$ cat config.mk
export PLATFORM = sky130hd
export DESIGN_NAME = alu_core
export DESIGN_NICKNAME = d
export VERILOG_FILES = /design/src/rtl/alu_core.sv
export SDC_FILE = /design/constraint.sdc
export NUM_CORES = 1
export LEC_CHECK = 0
export BUFFER_PORTS_ARGS = -buffer_cell sky130_fd_sc_hd__buf_2
export CAP_MARGIN = 20
export CELL_PAD_IN_SITES_DETAIL_PLACEMENT = 1
export CELL_PAD_IN_SITES_GLOBAL_PLACEMENT = 1
export CORE_MARGIN = 5
export CORE_UTILIZATION = 42
export DETAILED_ROUTE_END_ITERATION = 8
export PLACE_DENSITY_LB_ADDON = 0.1
export SLEW_MARGIN = 5
export SYNTH_ARGS = -nofsm -noshare
export SYNTH_HDL_FRONTEND = slang
export SYNTH_SLANG_ARGS = --single-unit
$ cat constraint.sdc
create_clock -name clk -period 3.25 [get_ports clk]
set_input_delay 0.65 -clock clk [delete_from_list [all_inputs] [get_ports clk]]
set_output_delay 0.65 -clock clk [all_outputs]
set_load 0.005 [all_outputs]
$ cat src/rtl/alu_core.sv
// Registered integer ALU for the execute stage: add, subtract, bitwise logic and right shifts.
// Function codes follow the MIPS R-type funct field; results appear one cycle after sampling.
module alu_core #(
    parameter int unsigned N_BITS = 8,
    parameter int unsigned N_OP   = 6
) (
    input  logic              clk,
    input  logic              rst_n,
    input  logic [N_BITS-1:0] a,
    input  logic [N_BITS-1:0] b,
    input  logic [N_OP-1:0]   op,
    output logic [N_BITS-1:0] rdo,
    output logic              carry,
    output logic              zero
);

    localparam logic [N_OP-1:0] OpAdd = N_OP'(6'b100000);
    localparam logic [N_OP-1:0] OpSub = N_OP'(6'b100010);
    localparam logic [N_OP-1:0] OpAnd = N_OP'(6'b100100);
    localparam logic [N_OP-1:0] OpOr  = N_OP'(6'b100101);
    localparam logic [N_OP-1:0] OpXor = N_OP'(6'b100110);
    localparam logic [N_OP-1:0] OpNor = N_OP'(6'b100111);
    localparam logic [N_OP-1:0] OpSrl = N_OP'(6'b000010);
    localparam logic [N_OP-1:0] OpSra = N_OP'(6'b000011);

    localparam logic [N_BITS:0] ShiftLimit = (N_BITS + 1)'(N_BITS);

    logic [N_BITS:0]   sum_ext;
    logic [N_BITS:0]   diff_ext;
    logic              shift_overflow;
    logic [N_BITS-1:0] srl_res;
    logic [N_BITS-1:0] sra_res;

    logic [N_BITS-1:0] rdo_d, rdo_q;
    logic              carry_d, carry_q;
    logic              zero_d, zero_q;

    // Both operands are zero-extended, so the top bit is carry-out for ADD and borrow for SUB.
    assign sum_ext  = {1'b0, a} + {1'b0, b};
    assign diff_ext = {1'b0, a} - {1'b0, b};

    assign shift_overflow = ({1'b0, b} >= ShiftLimit);

    always_comb begin
        srl_res = '0;
        sra_res = {N_BITS{a[N_BITS-1]}};
        if (!shift_overflow) begin
            srl_res = a >> b;
            sra_res = N_BITS'($signed(a) >>> b);
        end
    end

    always_comb begin
        rdo_d   = '0;
        carry_d = 1'b0;
        case (op)
            OpAdd: begin
                rdo_d   = sum_ext[N_BITS-1:0];
                carry_d = sum_ext[N_BITS];
            end
            OpSub: begin
                rdo_d   = diff_ext[N_BITS-1:0];
                carry_d = diff_ext[N_BITS];
            end
            OpAnd:   rdo_d = a & b;
            OpOr:    rdo_d = a | b;
            OpXor:   rdo_d = a ^ b;
            OpNor:   rdo_d = ~(a | b);
            OpSrl:   rdo_d = srl_res;
            OpSra:   rdo_d = sra_res;
            default: rdo_d = '0;
        endcase
        zero_d = (rdo_d == '0);
    end

    always_ff @(posedge clk) begin
        if (!rst_n) begin
            rdo_q   <= '0;
            carry_q <= 1'b0;
            zero_q  <= 1'b1;
        end else begin
            rdo_q   <= rdo_d;
            carry_q <= carry_d;
            zero_q  <= zero_d;
        end
    end

    assign rdo   = rdo_q;
    assign carry = carry_q;
    assign zero  = zero_q;

endmodule

Yosys cells after proc, flatten, opt, wreduce, memory -nomap -nowiden
Index checks and enable logic that the tools add are counted.
{"block": "classes", "n_eq_ne": 8, "shifts": 2, "magnitude_cmp": 1, "n_reduce_logical": 1, "add_sub_neg": 2, "bitwise": 4, "mux": 4}
{"cell": "$pmux W8 S8", "n": 1}
{"cell": "$eq A6 B6 Y1 const B", "n": 6}
{"cell": "$mux W8", "n": 2}
{"cell": "$eq A6 B2 Y1 const B", "n": 2}
{"cell": "$add A8 B8 Y9", "n": 1}
{"cell": "$sub A8 B8 Y9", "n": 1}
{"cell": "$and A8 B8 Y8", "n": 1}
{"cell": "$ge A8 B4 Y1 const B", "n": 1}
{"cell": "$logic_not A8 Y1", "n": 1}
{"cell": "$not A8 Y8", "n": 1}
{"cell": "$or A8 B8 Y8", "n": 1}
{"cell": "$shr A8 B8 Y8", "n": 1}
{"cell": "$sshr A8 B8 Y8", "n": 1}
{"cell": "$xor A8 B8 Y8", "n": 1}
{"cell": "$pmux W1 S2", "n": 1}
{"block": "word_totals", "reg_bits": 10, "out_inout_bits": 10, "input_bits": 24, "elab_cells": 25}

Longest topological paths before layout
Gate-level depths: netlist of run 1.
{"block": "depth", "ltp_word": 4, "mapped_depth": 10, "ltp_nobuf": 10}

Worst setup path before layout of run 1
No wires, ideal clock.
{"block": "synth_timing", "kind": "input -> register", "from": "input a[0]", "to": "register zero_q (netlist: zero)", "setup_slack_ns": 0.589, "stages": 10, "required_ns": 3.191, "arrival_time_ns": 2.602, "setup_time_ns": 0.059, "n_path_buf": 0, "path_cell_list": "inv_1 -> ha_1 -> fa_1 -> nor3_1 -> nor3_1 -> o311ai_0 -> o21ai_0 -> a211oi_1 -> and4_1 -> a31o_1"}
{"block": "synth_via", "elab_chain_len": 4, "elab_cells_between_ends": 12, "classes_between": "add/sub (2); shift (2); mux (3); bitwise (4); reduce/logical (1)"}
{"item": "start, declared", "line": "9", "rtl": "input logic [N_BITS-1:0] a,"}
{"item": "parallel branches: the longest is 2 deep, another holds $sub A8 B8 Y9"}
{"item": "$pmux W8 S8 *", "line": "56", "rtl": "case (op)"}
{"item": "$logic_not A8 Y1 *", "line": "73", "rtl": "zero_d = (rdo_d == '0);"}
{"item": "end signal, assigned", "line": "84", "rtl": "zero_q <= zero_d;"}
{"item": "end, declared", "line": "36", "rtl": "logic zero_d, zero_q;"}
Every way passes the cells marked *.
A chain may end at the register's enable or synchronous reset.

Worst setup path after layout of run 1
Same ends and word-level chain as after synthesis.

==> results of run 1 <==
flip-flops by register name (all words and copies together) (netlist names):
| signal | cells |
|---|---|
| rdo | 8 |
| carry | 1 |
| zero | 1 |
per-stage QoR:
stage,std cells,utilization [%]
final,355,49.4
after global routing,355,49.4
after CTS,355,49.4
after detailed placement,351,48.2
after global placement,351,48.2
after floorplan,270,-
cells by family (layout without fill, tap and decap cells):
| kind of cell | after synthesis | in the layout | synth area share [%] |
|---|---|---|---|
| buffers and inverters | 39 | 70 | 7.66 |
| multiplexers | 21 | 21 | 12.3 |
| XOR/XNOR | 3 | 3 | 1.30 |
| AO/OA/AOI/OAI | 76 | 76 | 25.8 |
| flip-flops | 10 | 10 | 9.88 |
| AND/OR/NAND/NOR | 95 | 95 | 26.3 |
| adder cells (fa/ha/maj) | 26 | 26 | 16.8 |
worst max-delay path by stage:
stage / start / to / cells after the start
2_1_floorplan: a[0] / zero / 10
3_3_place_gp: a[0] / zero / 11
3_5_place_dp: a[0] / zero / 11
4_1_cts: a[0] / zero / 11
5_1_grt: a[0] / zero / 11
6_report: a[0] / zero / 11
routing by layer:
| metal | global-route usage [%] | up-vias | share of wire (%) |
|---|---|---|---|
| met4 | 5.15 | 0 | 1.7 |
| li1 | - | 1059 | - |
| met1 | 28.6 | 1050 | 47 |
| met3 | 1.13 | 8 | 3.8 |
| met5 | 0 | - | 0 |
| met2 | 37.9 | 53 | 48 |
area by class of cell:
| cell class | instances | share of cell area (%) |
|---|---|---|
| Tap cell | 54 | 2.92 |
| Clock buffer | 4 | 2.38 |
| Timing Repair Buffer | 42 | 10.0 |
| Multi-Input combinational cell | 221 | 72.1 |
| Inverter | 24 | 3.89 |
| Sequential cell | 10 | 8.64 |
worst max-delay path: stages:
cell	delay, ns
buf_2	0.09
inv_1	0.06
ha_1	0.22
fa_1	0.40
nor3_1	0.26
nor3_1	0.10
o311ai_0	0.51
o21ai_0	0.22
a211oi_1	0.29
and4_1	0.22
a31o_1	0.13
synthesized netlist by cell type (2+ instances only):
master | instances | area share [%]
ha_1 | 24 | 15
nand2_1 | 13 | 2.4
o21ai_0 | 9 | 2.2
dfxtp_1 | 10 | 9.9
xnor2_1 | 2 | 0.86
mux2i_1 | 17 | 8.4
and2_1 | 2 | 0.62
a211oi_1 | 9 | 3.3
o311ai_0 | 4 | 1.7
nand3_1 | 10 | 2.5
and3_1 | 3 | 0.93
a21oi_1 | 21 | 5.2
nor4_4 | 2 | 2.1
nor3b_1 | 3 | 1.1
o211ai_1 | 6 | 2.2
a31oi_1 | 4 | 1.2
o21bai_1 | 3 | 1.1
nor2b_1 | 5 | 1.5
or4_1 | 2 | 0.74
nor3_1 | 8 | 2.0
nand2b_1 | 6 | 1.9
nor4_1 | 2 | 0.62
o31ai_1 | 2 | 0.74
or3_1 | 4 | 1.2
fa_1 | 2 | 2.0
clkbuf_1 | 13 | 2.4
o221ai_1 | 2 | 0.86
o21a_1 | 2 | 0.74
a41oi_1 | 2 | 0.86
inv_1 | 23 | 4.3
nor2_1 | 26 | 4.8
mux4_2 | 3 | 3.3
power groups by stage:
stage	logic (mW)	registers, mW	clock network (mW)
3_3_place_gp	0.246	0.126	0
2_1_floorplan	0.162	0.126	0
6_report	0.252	0.124	0.153
3_5_place_dp	0.249	0.126	0
4_1_cts	0.250	0.124	0.158
5_1_grt	0.277	0.124	0.164
==> results by group, run 1 <==
Clock tree
  – CTS tree: built
  – Depth of the CTS H-tree: 1
  – CTS Buffer Depth: 2
  – Hold-fix buffers, CTS: 0
  – Post-CTS Setup Inserts: 0
  – Post_cts resized: 0
  – Clock transition at path regs: 0.05 ns
  – Inserted Clock Buffers: 3
  – Clk sinks: 10
  – Clk root buf: clkbuf_8

Route
  – 1st-iter DRT viols: 136
  – DR vias: 2170
  – Vias per inst: 6.11
  – Routed WL: 6.70 mm
  – Residual DRC: 0
  – Antenna viol nets, final: 0
  – WL/cell: 18.9 um
  – Detailed Routing Iterations Pass 1: 4

STA
  – Final setup viols: 0
  – Slew Limit Headroom: 61.3%
  – Tcrit/Tclk final: 91.8%
  – Hold WS: 0.699 ns
  – Fmax: 0.335 GHz
  – Worst Max-Slew Pin Slew: 0.573 ns
  – Hold Vio Cnt, Final: 0
  – Unrepaired setup endpoints after global routing: no
  – Max Transition Viols Final: 0
  – TNS Setup: 0 ns
  – PnR worst setup slack: 0.266 ns
  – Fin crit period: 2.98 ns

Layout
  – Multi-input logic area: 1670 um2
  – Most frequent cells in the layout: buf_2 (33), nor2_1 (26), ha_1 (24), inv_1 (23), a21oi_1 (21)
  – Layout cell share with drive strength beyond 1: 19.3%
  – N_diodes: 0
  – Fillers: 616
  – Register cell area after layout: 200 um2
  – Area growth syn-to-layout: 14.3%
  – Net count, final: 352
  – Fin area: 2320 um2
  – Most common cell after layout, fill and taps aside: buf_2

Floorplanning
  – Chip width: 79.5 um
  – Initial Utilization: 43.2%
  – Die Ht: 79.5 um
  – DIE AREA: 6310 um2
  – Row count: 25
  – IO Pins: 34
  – Core area: 4690 um2

Power
  – Combinational share of power: 47.7%
  – NetSw: 0.202 mW
  – Sw frac: 38.1%
  – Maximum vdd ir drop: 0.000170 V
  – Sequential share of power: 23.4%
  – Cell Pwr Density: 228 nW/um2
  – Final Power: 0.529 mW
  – Int Power: 0.327 mW
  – Clock power frac: 28.8%
  – Leak Pwr: 1.04 nW

Critical path
  – Startpoint class of the critical path: input port
  – Worst Path Arrival: 3.16 ns
  – Worst-path fanout max: 3
  – Setup crit end kind: register
  – CP required: 3.43 ns
  – Setup CP Type: in2reg

GRT
  – GRT overflow: 0
  – Initial antenna violation count: 0
  – Pin count of the biggest net entering global routing: 17
  – First-pass GRT wire length: 10.8 mm
  – Vias in the first global route: 2191
  – Gr usage total: 21.5%

Hold path
  – Hold Crit Depth: 3
  – Hold EP: carry
  – Hold Path Origin: rst_n
  – Worst hold path class: in2reg

Place
  – # port buffers: 33
  – Placer Congestion: 0.935
  – Post-Place Setup Slack: 0.0557 ns
  – Post-DP HPWL: 5.66 mm
  – Dpl cell area: 2260 um2

Synth
  – Async SR Flop Fraction: 0%
  – Post-synth EDFFs: 0
  – Main flop type after synthesis: dfxtp_1
  – #FFs+latches synth: 10
  – Mapped Avg Cell Area: 7.50 um2
  – Number of distinct library cells after synthesis: 58
  – Post-synth net total: 320
  – Sequential area share after synthesis: 9.88%
  – Mapped Cells: 270
  – Netlist Area Pre-Place: 2030 um2
  – Ys Warns: 0

Status
  – Status: complete, no violations

Flow run
  – Max-cap violations: 0
(Power assumes the default switching activity.)
==> run 2: changes to the inputs <==
--- a/config.mk
+++ b/config.mk
@@ -12,7 +12,9 @@
 export CORE_MARGIN = 5
 export CORE_UTILIZATION = 42
 export DETAILED_ROUTE_END_ITERATION = 8
+export MAX_ROUTING_LAYER = met4
 export PLACE_DENSITY_LB_ADDON = 0.1
+export SETUP_SLACK_MARGIN = 0.4
 export SLEW_MARGIN = 5
 export SYNTH_ARGS = -nofsm -noshare
 export SYNTH_HDL_FRONTEND = slang
==> run 2 against run 1 <==
Compared with the run above: routed wire length is 2.1% higher; total power is 4.8% lower; non-clock buffer count is 2 lower; first-iteration DRC count is 9.6% higher; worst hold slack better by 0.023 ns; clock power is 20% lower; utilization is 0.080 points higher; largest cell class unchanged; setup slack better by 0.29 ns; final cell count is 0.85% lower; critical path type unchanged.
==> results by group, run 2 (synthesis results as in run 1) <==
Route
  – Antenna viol nets, final: 0
  – WL/cell: 19.4 um
  – DR vias: 2142
  – Residual DRC: 0
  – Vias per inst: 6.09
  – Detailed Routing Iterations Pass 1: 4
  – 1st-iter DRT viols: 149
  – Routed WL: 6.84 mm

Layout
  – Most frequent cells in the layout: buf_2 (33), nor2_1 (26), inv_1 (23), ha_1 (22), a21oi_1 (21)
  – Area growth syn-to-layout: 14.5%
  – Fillers: 602
  – N_diodes: 0
  – Register cell area after layout: 200 um2
  – Net count, final: 350
  – Max reg flops: 8
  – Multi-input logic area: 1700 um2
  – Layout cell share with drive strength beyond 1: 20.8%
  – Number of non-filler instances in the completed layout: 352
  – Most common cell after layout, fill and taps aside: buf_2

Power
  – Maximum vdd ir drop: 0.000115 V
  – Leak Pwr: 1.03 nW
  – Cell Pwr Density: 217 nW/um2

Clock tree
  – CTS tree: built
  – Clk sinks: 10
  – Depth of the CTS H-tree: 1
  – Clock transition at path regs: 0.04 ns
  – Inserted Clock Buffers: 3
  – Hold-fix buffers, CTS: 0
  – CTS Buffer Depth: 2
  – Post-CTS Setup Inserts: 0
  – Clk root buf: clkbuf_8

Floorplanning
  – Die Ht: 79.5 um
  – Core area: 4690 um2
  – Chip width: 79.5 um
  – Initial Utilization: 43.2%
  – Row count: 25
  – DIE AREA: 6310 um2
  – IO Pins: 34

Place
  – Placed Cells: 349
  – Post-DP HPWL: 5.61 mm
  – # port buffers: 33
  – Placer Congestion: 0.947

Critical path
  – CP required: 3.37 ns
  – Worst Path Arrival: 2.82 ns
  – Setup CP Type: in2reg
  – Worst-path fanout max: 11
  – Setup crit end kind: register
  – Startpoint class of the critical path: input port

GRT
  – First-pass GRT wire length: 11.1 mm
  – Initial antenna violation count: 0
  – Vias in the first global route: 2139
  – Gr usage total: 22.9%
  – Pin count of the biggest net entering global routing: 27
  – GRT overflow: 0

STA
  – Hold Vio Cnt, Final: 0
  – Worst Max-Slew Pin Slew: 0.427 ns
  – Unrepaired setup endpoints after global routing: no
  – Slew Limit Headroom: 71.2%
  – Fin crit period: 2.70 ns
  – TNS Setup: 0 ns
  – Max Transition Viols Final: 0
  – Tcrit/Tclk final: 83.1%
  – Fmax: 0.370 GHz
  – Final setup viols: 0

Status
  – Status: complete, no violations

Flow run
  – Max-cap violations: 0

Hold path
  – Hold EP: carry
  – Hold Crit Depth: 3
  – Worst hold path class: in2reg
  – Hold Path Origin: rst_n
run 2: changes by cell type in the layout (fill, tap and decap cells not counted), sizes merged:
cell    change
buf         -2
clkbuf      -1
run 2: worst max-delay path, cell delays in order:
cell and delay [ns]:
buf_2 0.13, or4_4 0.64, nor4_4 0.48, a31oi_1 0.08, o211ai_1 0.33, nor4_1 0.09
and4_1 0.22, a31o_1 0.20
run 2: worst max-delay path by stage:
stage          startpoint    to  slack (ns)  cells after the start
2_1_floorplan        a[0]  zero        0.59                     10
3_3_place_gp         a[0]  zero        0.20                     11
3_5_place_dp         a[0]  zero        0.14                     11
4_1_cts              b[0]  zero        0.47                     10
5_1_grt              a[0]  zero        0.39                     11
6_report             b[6]  zero        0.55                      8
run 2: where the power goes:
group	leakage, nW	total [mW]	internal [mW]	switching [mW]
Combinational	0.924	0.258	0.0982	0.160
Clock	0.0216	0.122	0.0805	0.0414
Sequential	0.0806	0.124	0.124	0.000144
Total	1.03	0.504	0.303	0.201
run 2: metrics by stage:
step	total power [mW]	cell area, um2	setup slack (ns)	util [%]	hold WS [ns]
after floorplan	0.289	2030	0.589	-	0.805
after global placement	0.368	2250	0.199	47.9	0.950
after detailed placement	0.373	2250	0.139	47.9	0.967
after CTS	0.497	2290	0.466	48.7	0.722
after global routing	0.540	2320	0.387	49.4	0.735
final	0.504	2320	0.551	49.4	0.722
run 2: cell type report:
type / count / share of cell area [%]
tap: 54 / 2.91
inverter: 24 / 3.88
timing repair buffer: 40 / 9.39
multi-input combinational: 221 / 73.4
clock buffer: 3 / 1.78
sequential: 10 / 8.63
run 2: metal layers:
metal	track usage (%)	routed length [um]
met4	3.61	53
met3	1.02	313
met5	-	0
met2	37.6	3220
met1	31.8	3260
run 2: timing repair:
item                                    4_1_cts  5_1_grt
gates cloned                                  0        0
endpoints found under the setup margin        1        1
pin swaps                                     0        1
endpoints found under the hold margin         0        0
resized for setup                             1        8
